## config.mk

```make
export PLATFORM = sky130hd
export DESIGN_NAME = memory_map
export DESIGN_NICKNAME = d
export VERILOG_FILES = /design/src/rtl/memory_map_pkg.sv /design/src/rtl/memory_map_port_in_sync.sv /design/src/rtl/memory_map.sv
export SDC_FILE = /design/constraint.sdc
export NUM_CORES = 1
export LEC_CHECK = 0
export CAP_MARGIN = 20
export CORE_ASPECT_RATIO = 1.25
export CORE_MARGIN = 8
export CORE_UTILIZATION = 53
export DETAILED_ROUTE_END_ITERATION = 6
export PLACE_DENSITY = 0.75
export SLEW_MARGIN = 20
export SYNTH_ARGS = -nofsm -noshare
export SYNTH_HDL_FRONTEND = slang
export SYNTH_SLANG_ARGS = --single-unit
```

## constraint.sdc

```tcl
create_clock -name clock -period 11.5 [get_ports clock]
set_input_delay 1.15 -clock clock [delete_from_list [all_inputs] [get_ports clock]]
set_output_delay 1.15 -clock clock [all_outputs]
set_load 0.02 [all_outputs]
```

## src/rtl/memory_map_pkg.sv

```systemverilog
// Shared constants for the memory subsystem: region bases, region tags,
// opcode encodings (shared with the control unit) and the program ROM image.
package memory_map_pkg;

  localparam logic [7:0] ROM_BASE = 8'h00;
  localparam logic [7:0] RAM_BASE = 8'h80;
  localparam logic [7:0] OUT_BASE = 8'hE0;
  localparam logic [7:0] IN_BASE  = 8'hF0;

  localparam int ROM_SIZE = 128;

  typedef enum logic [1:0] {
    REG_ROM,
    REG_RAM,
    REG_OUT,
    REG_IN
  } region_e;

  localparam logic [7:0] OP_NOP = 8'h00;
  localparam logic [7:0] OP_LDA = 8'h10;
  localparam logic [7:0] OP_STA = 8'h20;
  localparam logic [7:0] OP_ADD = 8'h30;
  localparam logic [7:0] OP_JMP = 8'h40;
  localparam logic [7:0] OP_HLT = 8'hF0;

  typedef logic [7:0] rom_t [ROM_SIZE];

  // Program: acc = in[0] + ram[0x80]; out[0] = acc; loop. Small table at 0x10.
  localparam rom_t ROM_IMAGE = '{
    0:   OP_LDA, 1: 8'hF0,
    2:   OP_ADD, 3: 8'h80,
    4:   OP_STA, 5: 8'hE0,
    6:   OP_JMP, 7: 8'h00,
    16:  8'h01, 17: 8'h02, 18: 8'h04, 19: 8'h08,
    127: OP_HLT,
    default: OP_NOP
  };

endpackage

```

## src/rtl/memory_map_port_in_sync.sv

```systemverilog
// Multi-flop synchroniser for one 8-bit external input port, async reset to 0.
module port_in_sync #(
  parameter int SYNC_STAGES = 2
) (
  input  logic       clock,
  input  logic       reset,
  input  logic [7:0] i_data,
  output logic [7:0] o_data
);

  if (SYNC_STAGES < 2) begin : g_bad_stages
    $error("port_in_sync: SYNC_STAGES must be at least 2");
  end

  logic [7:0] r_stage [SYNC_STAGES];

  always_ff @(posedge clock or posedge reset) begin
    if (reset) begin
      for (int k = 0; k < SYNC_STAGES; k++) r_stage[k] <= 8'h00;
    end else begin
      r_stage[0] <= i_data;
      for (int k = 1; k < SYNC_STAGES; k++) r_stage[k] <= r_stage[k-1];
    end
  end

  assign o_data = r_stage[SYNC_STAGES-1];

endmodule

```

## src/rtl/memory_map.sv

```systemverilog
// Byte-addressed memory map: ROM, RAM, output ports, synchronised input ports.
// Optional MEMORY_FAULT_EN adds sticky illegal-write fault reporting.
module memory_map
  import memory_map_pkg::*;
#(
  parameter int ROM_DEPTH   = 128,
  parameter int RAM_DEPTH   = 96,
  parameter int NUM_OUT     = 16,
  parameter int NUM_IN      = 16,
  parameter int SYNC_STAGES = 2
) (
  input  logic                 clock,
  input  logic                 reset,
  input  logic [7:0]           address,
  input  logic [7:0]           to_memory,
  input  logic                 write,
  output logic [7:0]           from_memory,
  input  logic [8*NUM_IN-1:0]  port_in,
  output logic [8*NUM_OUT-1:0] port_out
`ifdef MEMORY_FAULT_EN
  ,
  output logic                 mem_fault,
  output logic [7:0]           fault_addr
`endif
);

  if (ROM_DEPTH + RAM_DEPTH + NUM_OUT + NUM_IN != 256) begin : g_bad_map
    $error("memory_map: region sizes must total 256 bytes");
  end
  if (ROM_DEPTH > ROM_SIZE) begin : g_bad_rom
    $error("memory_map: ROM_DEPTH exceeds ROM image size");
  end

  localparam logic [7:0] RAM_B = 8'(ROM_BASE + ROM_DEPTH);
  localparam logic [7:0] OUT_B = 8'(RAM_B + RAM_DEPTH);
  localparam logic [7:0] IN_B  = 8'(OUT_B + NUM_OUT);

  localparam int ROM_AW = $clog2(ROM_DEPTH);
  localparam int RAM_AW = $clog2(RAM_DEPTH);
  localparam int OUT_AW = $clog2(NUM_OUT);
  localparam int IN_AW  = $clog2(NUM_IN);
  localparam int IDX_W  = (ROM_AW > RAM_AW) ? ROM_AW : RAM_AW;

  region_e          w_region;
  logic [IDX_W-1:0] w_idx;
  logic [7:0]       w_rd_data;
  logic             w_wr_ram;
  logic             w_wr_out;
  logic [7:0]       w_sync [NUM_IN];

  logic [7:0]       r_from;
  logic [7:0]       r_out [NUM_OUT];
  logic [7:0]       r_ram [RAM_DEPTH];

  for (genvar k = 0; k < NUM_IN; k++) begin : g_in
    port_in_sync #(.SYNC_STAGES(SYNC_STAGES)) u_sync (
      .clock  (clock),
      .reset  (reset),
      .i_data (port_in[8*k +: 8]),
      .o_data (w_sync[k])
    );
  end

  always_comb begin
    w_region = REG_IN;
    w_idx    = IDX_W'(address - IN_B);
    if (address < RAM_B) begin
      w_region = REG_ROM;
      w_idx    = IDX_W'(address - ROM_BASE);
    end else if (address < OUT_B) begin
      w_region = REG_RAM;
      w_idx    = IDX_W'(address - RAM_B);
    end else if (address < IN_B) begin
      w_region = REG_OUT;
      w_idx    = IDX_W'(address - OUT_B);
    end
  end

  always_comb begin
    w_rd_data = 8'h00;
    case (w_region)
      REG_ROM: w_rd_data = ROM_IMAGE[w_idx[ROM_AW-1:0]];
      REG_RAM: w_rd_data = r_ram[w_idx[RAM_AW-1:0]];
      REG_OUT: w_rd_data = r_out[w_idx[OUT_AW-1:0]];
      REG_IN:  w_rd_data = w_sync[w_idx[IN_AW-1:0]];
      default: w_rd_data = 8'h00;
    endcase
  end

  assign w_wr_ram = write && (w_region == REG_RAM);
  assign w_wr_out = write && (w_region == REG_OUT);

  // RAM is not reset; the read mux samples the old word, giving read-first.
  always_ff @(posedge clock) begin
    if (w_wr_ram) r_ram[w_idx[RAM_AW-1:0]] <= to_memory;
  end

  always_ff @(posedge clock or posedge reset) begin
    if (reset) begin
      r_from <= 8'h00;
      for (int k = 0; k < NUM_OUT; k++) r_out[k] <= 8'h00;
    end else begin
      r_from <= w_rd_data;
      if (w_wr_out) r_out[w_idx[OUT_AW-1:0]] <= to_memory;
    end
  end

  assign from_memory = r_from;

  for (genvar k = 0; k < NUM_OUT; k++) begin : g_out
    assign port_out[8*k +: 8] = r_out[k];
  end

`ifdef MEMORY_FAULT_EN
  logic       r_fault;
  logic [7:0] r_fault_addr;

  // Only the first illegal write is captured; later ones leave the address alone.
  always_ff @(posedge clock or posedge reset) begin
    if (reset) begin
      r_fault      <= 1'b0;
      r_fault_addr <= 8'h00;
    end else if (write && !r_fault &&
                 ((w_region == REG_ROM) || (w_region == REG_IN))) begin
      r_fault      <= 1'b1;
      r_fault_addr <= address;
    end
  end

  assign mem_fault  = r_fault;
  assign fault_addr = r_fault_addr;
`endif

endmodule

```

* Yosys cells after proc, flatten, opt, wreduce, memory -nomap -nowiden *
Memories as Yosys holds them, arrays and structs flattened.
Index checks and enable logic that the tools add are counted.
W data, S select, Z words.

operators by class
  reduce and logical (&&, ||, !) cells = 4
  order comparisons = 6
  equality and inequality tests = 3
  multiplexer cells = 20
  $add $sub $neg = 3
  bitwise operators = 2

operators by type and width
  operator               number
  $bwmux W128            1
  $bmux W8 S4            2
  $mux W8                7
  $demux W8 S4           1
  $pmux W8 S4            1
  $lt A8 B8 Y1 const B   3
  $mux W7                3
  $sub A7 B7 Y7 const B  2
  $ge A8 B8 Y1 const B   1
  $not A7 Y8             1
  $sub A7 B1 Y7 const B  1
  $ge A5 B5 Y1 const B   1
  $lt A5 B1 Y1 const B   1
  $not A4 Y5             1
  $eq A2 B2 Y1 const B   2
  $mux W2                2
  $logic_and A1 B1 Y1    3
  $mux W1                3
  $eq A2 B1 Y1 const B   1
  $logic_not A2 Y1       1

word-level totals
  memories kept = 2
  output and inout port bits = 136
  bits in read-only memories = 1024
  bits in registers = 392
  memory bits (writable) = 768

memory list
  name             words  bits a word  rd ports  clocked after Yosys merged registers in  write ports  line              RTL
  (no name shown)  128    8            1         0                                        0            memory_map.sv:82  REG_ROM: w_rd_data = ROM_IMAGE[w_idx[ROM_AW-1:0]];
  r_ram            96     8            1         0                                        1            memory_map.sv:53  logic [7:0] r_ram [RAM_DEPTH];

* Logic depth before layout (Yosys ltp) *
  depth after elaboration = 10
  gate-level depth with buffers = 12
  depth with buffers taken out = 8

* Modules after synthesis *
From an unflattened synthesis, not the netlist that was laid out.

second synthesis, totals
  cell total of the unflattened synthesis = 2739
  area total of the unflattened synthesis = 45378.5 sq um

modules (own cells, without submodules)
  module        times used  area an instance (sq um)  cells an instance
  memory_map    1           37951.4                   2339
  port_in_sync  16          464.2                     25

* Worst setup path before layout *
OpenSTA, ideal clock, no wires.

  path kind = input to register
  start point = input address[1]
  end point = memory r_ram[58][0], enable pin
  path buffers = 8
  cell stages on the path = 10
  setup time = 0.371 ns
  arrival = 2.974 ns
  setup slack = 8.156 ns
  required time = 11.129 ns
  path through = buf_4 > buf_6 > buf_6 > buf_6 > buf_4 > buf_2 > buf_4 > nand3_1 > clkbuf_1 > nor2_1

on the way
  word-level cells in the longest chain between the ends = 8

RTL lines
  element                        line              RTL
  from (decl)                    memory_map.sv:14  input logic [7:0] address,
  $lt A8 B8 Y1                   memory_map.sv:73  end else if (address < IN_B) begin
  $mux W1                        memory_map.sv:73
  $mux W2                        memory_map.sv:70  end else if (address < OUT_B) begin
  $mux W2                        memory_map.sv:67  if (address < RAM_B) begin
  $eq A2 B1 Y1                   memory_map.sv:90  assign w_wr_ram = write && (w_region == REG_RAM);
  $logic_and A1 B1 Y1            memory_map.sv:90
  $mux W1                        memory_map.sv:95  if (w_wr_ram) r_ram[w_idx[RAM_AW-1:0]] <= to_memory;
  $mux W1 (not written as such)  memory_map.sv:95
  to (decl)                      memory_map.sv:53

Parallel ways exist; a longest one is shown, timed or not.

* Worst setup path in the final report *
  start point = input address[4]
  end point = memory r_ram[26][1], enable pin

The elaborated chain is that of the path after synthesis.

==> flow_metrics.py <==
metrics = {
    "status": {
        "status": "complete, but fails checks",
        "violations": "design-rule violations",
    },
    "die": {
        "die_h_um": 339,
        "num_io_pins": 283,
        "coreArea_um2": 82700,
        "die_area_um2": 92900,
        "start_util": 0.534,
        "num_rows": 118,
        "die_w_um": 274,
    },
    "sta": {
        "setup_tns_ns": 0,
        "rsz0062_at_grt": "false",
        "tightest_slew_ns": 1.19,
        "finClkSkew_ns": 0.0465,
        "hold_violations": 0,
        "period_share": 0.409,
        "drv_slew": 0,
        "setup_viol": 0,
        "slew-limit-headroom": 0.208,
        "period_minus_slack_ns": 4.70,
        "fmax_ghz": 0.213,
    },
    "job": {
        "cap_viol_max_count": 0,
    },
    "yosys": {
        "synth.top_cell.area_share": 0.522,
        "synth_area_um2": 44200,
        "synth_ff_type": "edfxtp_1",
        "async_flop_share": 0.338,
        "synth-edff-count": 768,
        "yosys-top-cells-area": "edfxtp_1 (52%), dfrtp_1 (22%), mux2_2 (6.1%)",
        "synth_warnings": 0,
        "syn_area_per_cell_um2": 17.4,
        "synth_top_family_by_area": "multiplexers",
        "yosys.area.top_type": "edfxtp_1",
        "synth_compound_area_frac": 0.0686,
        "synth_xor_area_frac": 0.000737,
        "yosys.area_share.simple": 0.0348,
        "synth_mux_area_frac": 0.128,
        "synthAdderAreaFrac": 0.00170,
        "post_synth_num_cell_types": 75,
        "synth_nets": 2685,
        "synth_seq_cells": 1160,
        "ys_seq_area_frac": 0.744,
        "synthCells": 2532,
    },
    "placed_design": {
        "dp_hpwl_um": 85100,
        "dp_cells": 3777,
        "gp_congestion": 0.989,
        "port_buffers": 282,
    },
    "global_route": {
        "first_global_vias": 27172,
        "grt_remaining_overflow": 0,
        "grt_max_degree": 182,
        "grt_pass1_wl_um": 195000,
        "grt_antenna_before_repair": 8,
        "grt.total_usage": 0.290,
    },
    "power_and_ir_drop": {
        "p_int_uw": 6740,
        "combPwrFrac": 0.079,
        "p_sw_frac": 0.231,
        "p_switching_uw": 2030,
        "pwr-share-seq": 0.525,
        "powerDensity_nw_per_um2": 171,
        "p_clk_frac": 0.396,
        "p_leak_uw": 0.0182,
        "vdd_ir_drop_max_uv": 124,
    },
    "critical_path": {
        "path_class": "in2reg",
        "regToRegStartpoint": "port_out[53]",
        "crit_start": "address[4]",
        "crit_chain": "clkdlybuf4s50_1 -> ha_1 -> nand4_4 -> xnor2_4 -> buf_4 -> nand2_1 -> nor2_1",
        "crit_path_end_kind": "flop",
        "r2r-end": "from_memory[5]",
        "crit_path_max_incr_delay_ns": 0.91,
        "r2r_cells": 8,
        "reg2reg_slack_ns": 8.94,
        "critical_path_required_ns": 11.81,
        "cpMaxStageDelayCell": "clkdlybuf4s50_1",
        "crit_arrival_ns": 5.02,
        "start_kind": "primary input",
        "setup.worst_path.end": "r_ram[26][1]",
        "worstPathMaxFanout": 42,
    },
    "min_path": {
        "hold_class": "reg2reg",
    },
    "clock_network": {
        "cts_tree": "yes",
        "post_cts_buffers": 0,
        "cts.repair.resized": 0,
        "htreeDepth": 3,
        "numCtsBuffers": 103,
        "clkTransAtPathRegs_ns": 0.07,
        "cts.sinks": 1160,
        "clock_latency_ns": 0.71,
        "ctsHoldBuffers": 0,
        "clock_path_buffers": 3,
        "root_buffer": "clkbuf_16",
    },
    "finish": {
        "syn2layout_area_growth_pct": 16.1,
        "multi_input_area_um2": 10400,
        "final_core_util": 0.620,
        "nets": 2955,
        "fillers": 5729,
        "layout_common_cells": "edfxtp_1 (768), dfrtp_1 (392), clkdlybuf4s50_1 (270)",
        "layout-drive-gt1-share": 0.205,
        "regArea_um2": 32900,
        "layout_commonest_cell": "edfxtp_1",
        "stdcell_count": 3975,
    },
    "route": {
        "drtIter0Drc": 3756,
        "avgRoutedWirePerCell_um": 34.4,
        "routed_via_density": 6.66,
        "firstDrtPassIters": 7,
        "drcViolationCount": 1,
        "routed_wl_um": 137000,
        "ant_nets": 0,
        "via_count": 26491,
    },
}
[power by group through the flow]
stage | clock network [uW] | logic, uW | registers, uW
final | 3470 | 690 | 4600
after global routing | 3640 | 712 | 4600
after CTS | 3490 | 680 | 4600
after detailed placement | 0 | 675 | 4680
after global placement | 0 | 665 | 4680
after floorplan | 0 | 300 | 4700
[flip-flops by register name, summed over array words and instances (netlist names)]
| signal | cells |
|---|---|
| r_ram | 768 |
| g_in.u_sync.o_data | 128 |
| port_out | 128 |
| g_in.u_sync.r_stage | 128 |
| from_memory | 8 |
[synthesized netlist by cell type, types with 5 or more instances]
| cell type | instances |
|---|---|
| a2111oi_0 | 6 |
| a211oi_1 | 17 |
| a21oi_1 | 76 |
| a221o_1 | 6 |
| a22oi_1 | 8 |
| a31oi_1 | 7 |
| and3_1 | 7 |
| buf_1 | 6 |
| buf_2 | 54 |
| buf_4 | 34 |
| buf_6 | 11 |
| clkbuf_1 | 57 |
| dfrtp_1 | 392 |
| edfxtp_1 | 768 |
| ha_1 | 6 |
| mux2_2 | 240 |
| mux2i_1 | 55 |
| mux4_2 | 103 |
| nand2_1 | 83 |
| nand2b_1 | 12 |
| nand3_1 | 23 |
| nor2_1 | 162 |
| nor2b_1 | 7 |
| nor3_1 | 22 |
| nor4_1 | 6 |
| o2111ai_1 | 6 |
| o211ai_1 | 12 |
| o21a_1 | 6 |
| o21ai_0 | 66 |
| o221ai_1 | 62 |
| o22a_1 | 11 |
| o22ai_1 | 116 |
| o31ai_1 | 8 |
| o32ai_1 | 5 |
| or2_2 | 6 |
[worst max-delay path: cells and delay by family]
| kind | cells | cell delay (ns) |
|---|---|---|
| xor gates and xnor gates | 1 | 0.58 |
| adders and majority gates | 1 | 0.39 |
| buffers and inverters | 2 | 1.49 |
| and+or+nand+nor | 3 | 1.37 |
[worst min-delay path by stage]
stage / startpoint / endpoint / slack (ns) / cells past startpoint
after global routing: g_in[4].u_sync.r_stage[13] / g_in[4].u_sync.o_data[5] / 0.34 / 0
after CTS: g_in[4].u_sync.r_stage[13] / g_in[4].u_sync.o_data[5] / 0.34 / 0
final: g_in[4].u_sync.r_stage[13] / g_in[4].u_sync.o_data[5] / 0.34 / 0
after detailed placement: g_in[0].u_sync.r_stage[11] / g_in[0].u_sync.o_data[3] / 0.33 / 0
after global placement: g_in[5].u_sync.r_stage[15] / g_in[5].u_sync.o_data[7] / 0.33 / 0
after floorplan: g_in[0].u_sync.r_stage[8] / g_in[0].u_sync.o_data[0] / 0.33 / 0
[per-layer routing]
metal,wire (um),track usage
met2,66300,0.466
met5,56,0
met1,44800,0.352
met4,9960,0.175
met3,15700,0.0730
[metrics by stage]
stage	total power [uW]	hold WS (ns)	instance area, um^2	setup WS, ns
after floorplan	5000	0.331	44200	5.08
final	8760	0.339	51300	6.80
after global routing	8960	0.339	51300	6.70
after global placement	5340	0.332	47800	5.87
after detailed placement	5360	0.335	47900	6.30
after CTS	8760	0.337	51300	6.98
[cells by family (layout without fill, tap and decap cells)]
| family | count (synthesis) | after routing |
|---|---|---|
| and+or+nand+nor | 347 | 347 |
| other | 0 | 6 |
| buffers and inverters | 170 | 527 |
| DFF | 1160 | 1160 |
| muxes | 401 | 401 |
| AOI/OAI and AO/OA | 446 | 446 |
| xor gates and xnor gates | 2 | 2 |
| adders and majority gates | 6 | 6 |
[layout make-up]
class | count | share of cell area
Sequential cell | 1160 | 0.641
Multi-Input combinational cell | 1202 | 0.203
Timing Repair Buffer | 330 | 0.0632
Clock buffer | 132 | 0.0539
Tap cell | 1080 | 0.0263
Clock inverter | 60 | 0.0122
Inverter | 5 | 0.000464
Antenna cell | 6 | 0.000293
No activity file was read; power rests on OpenSTA's default activity.
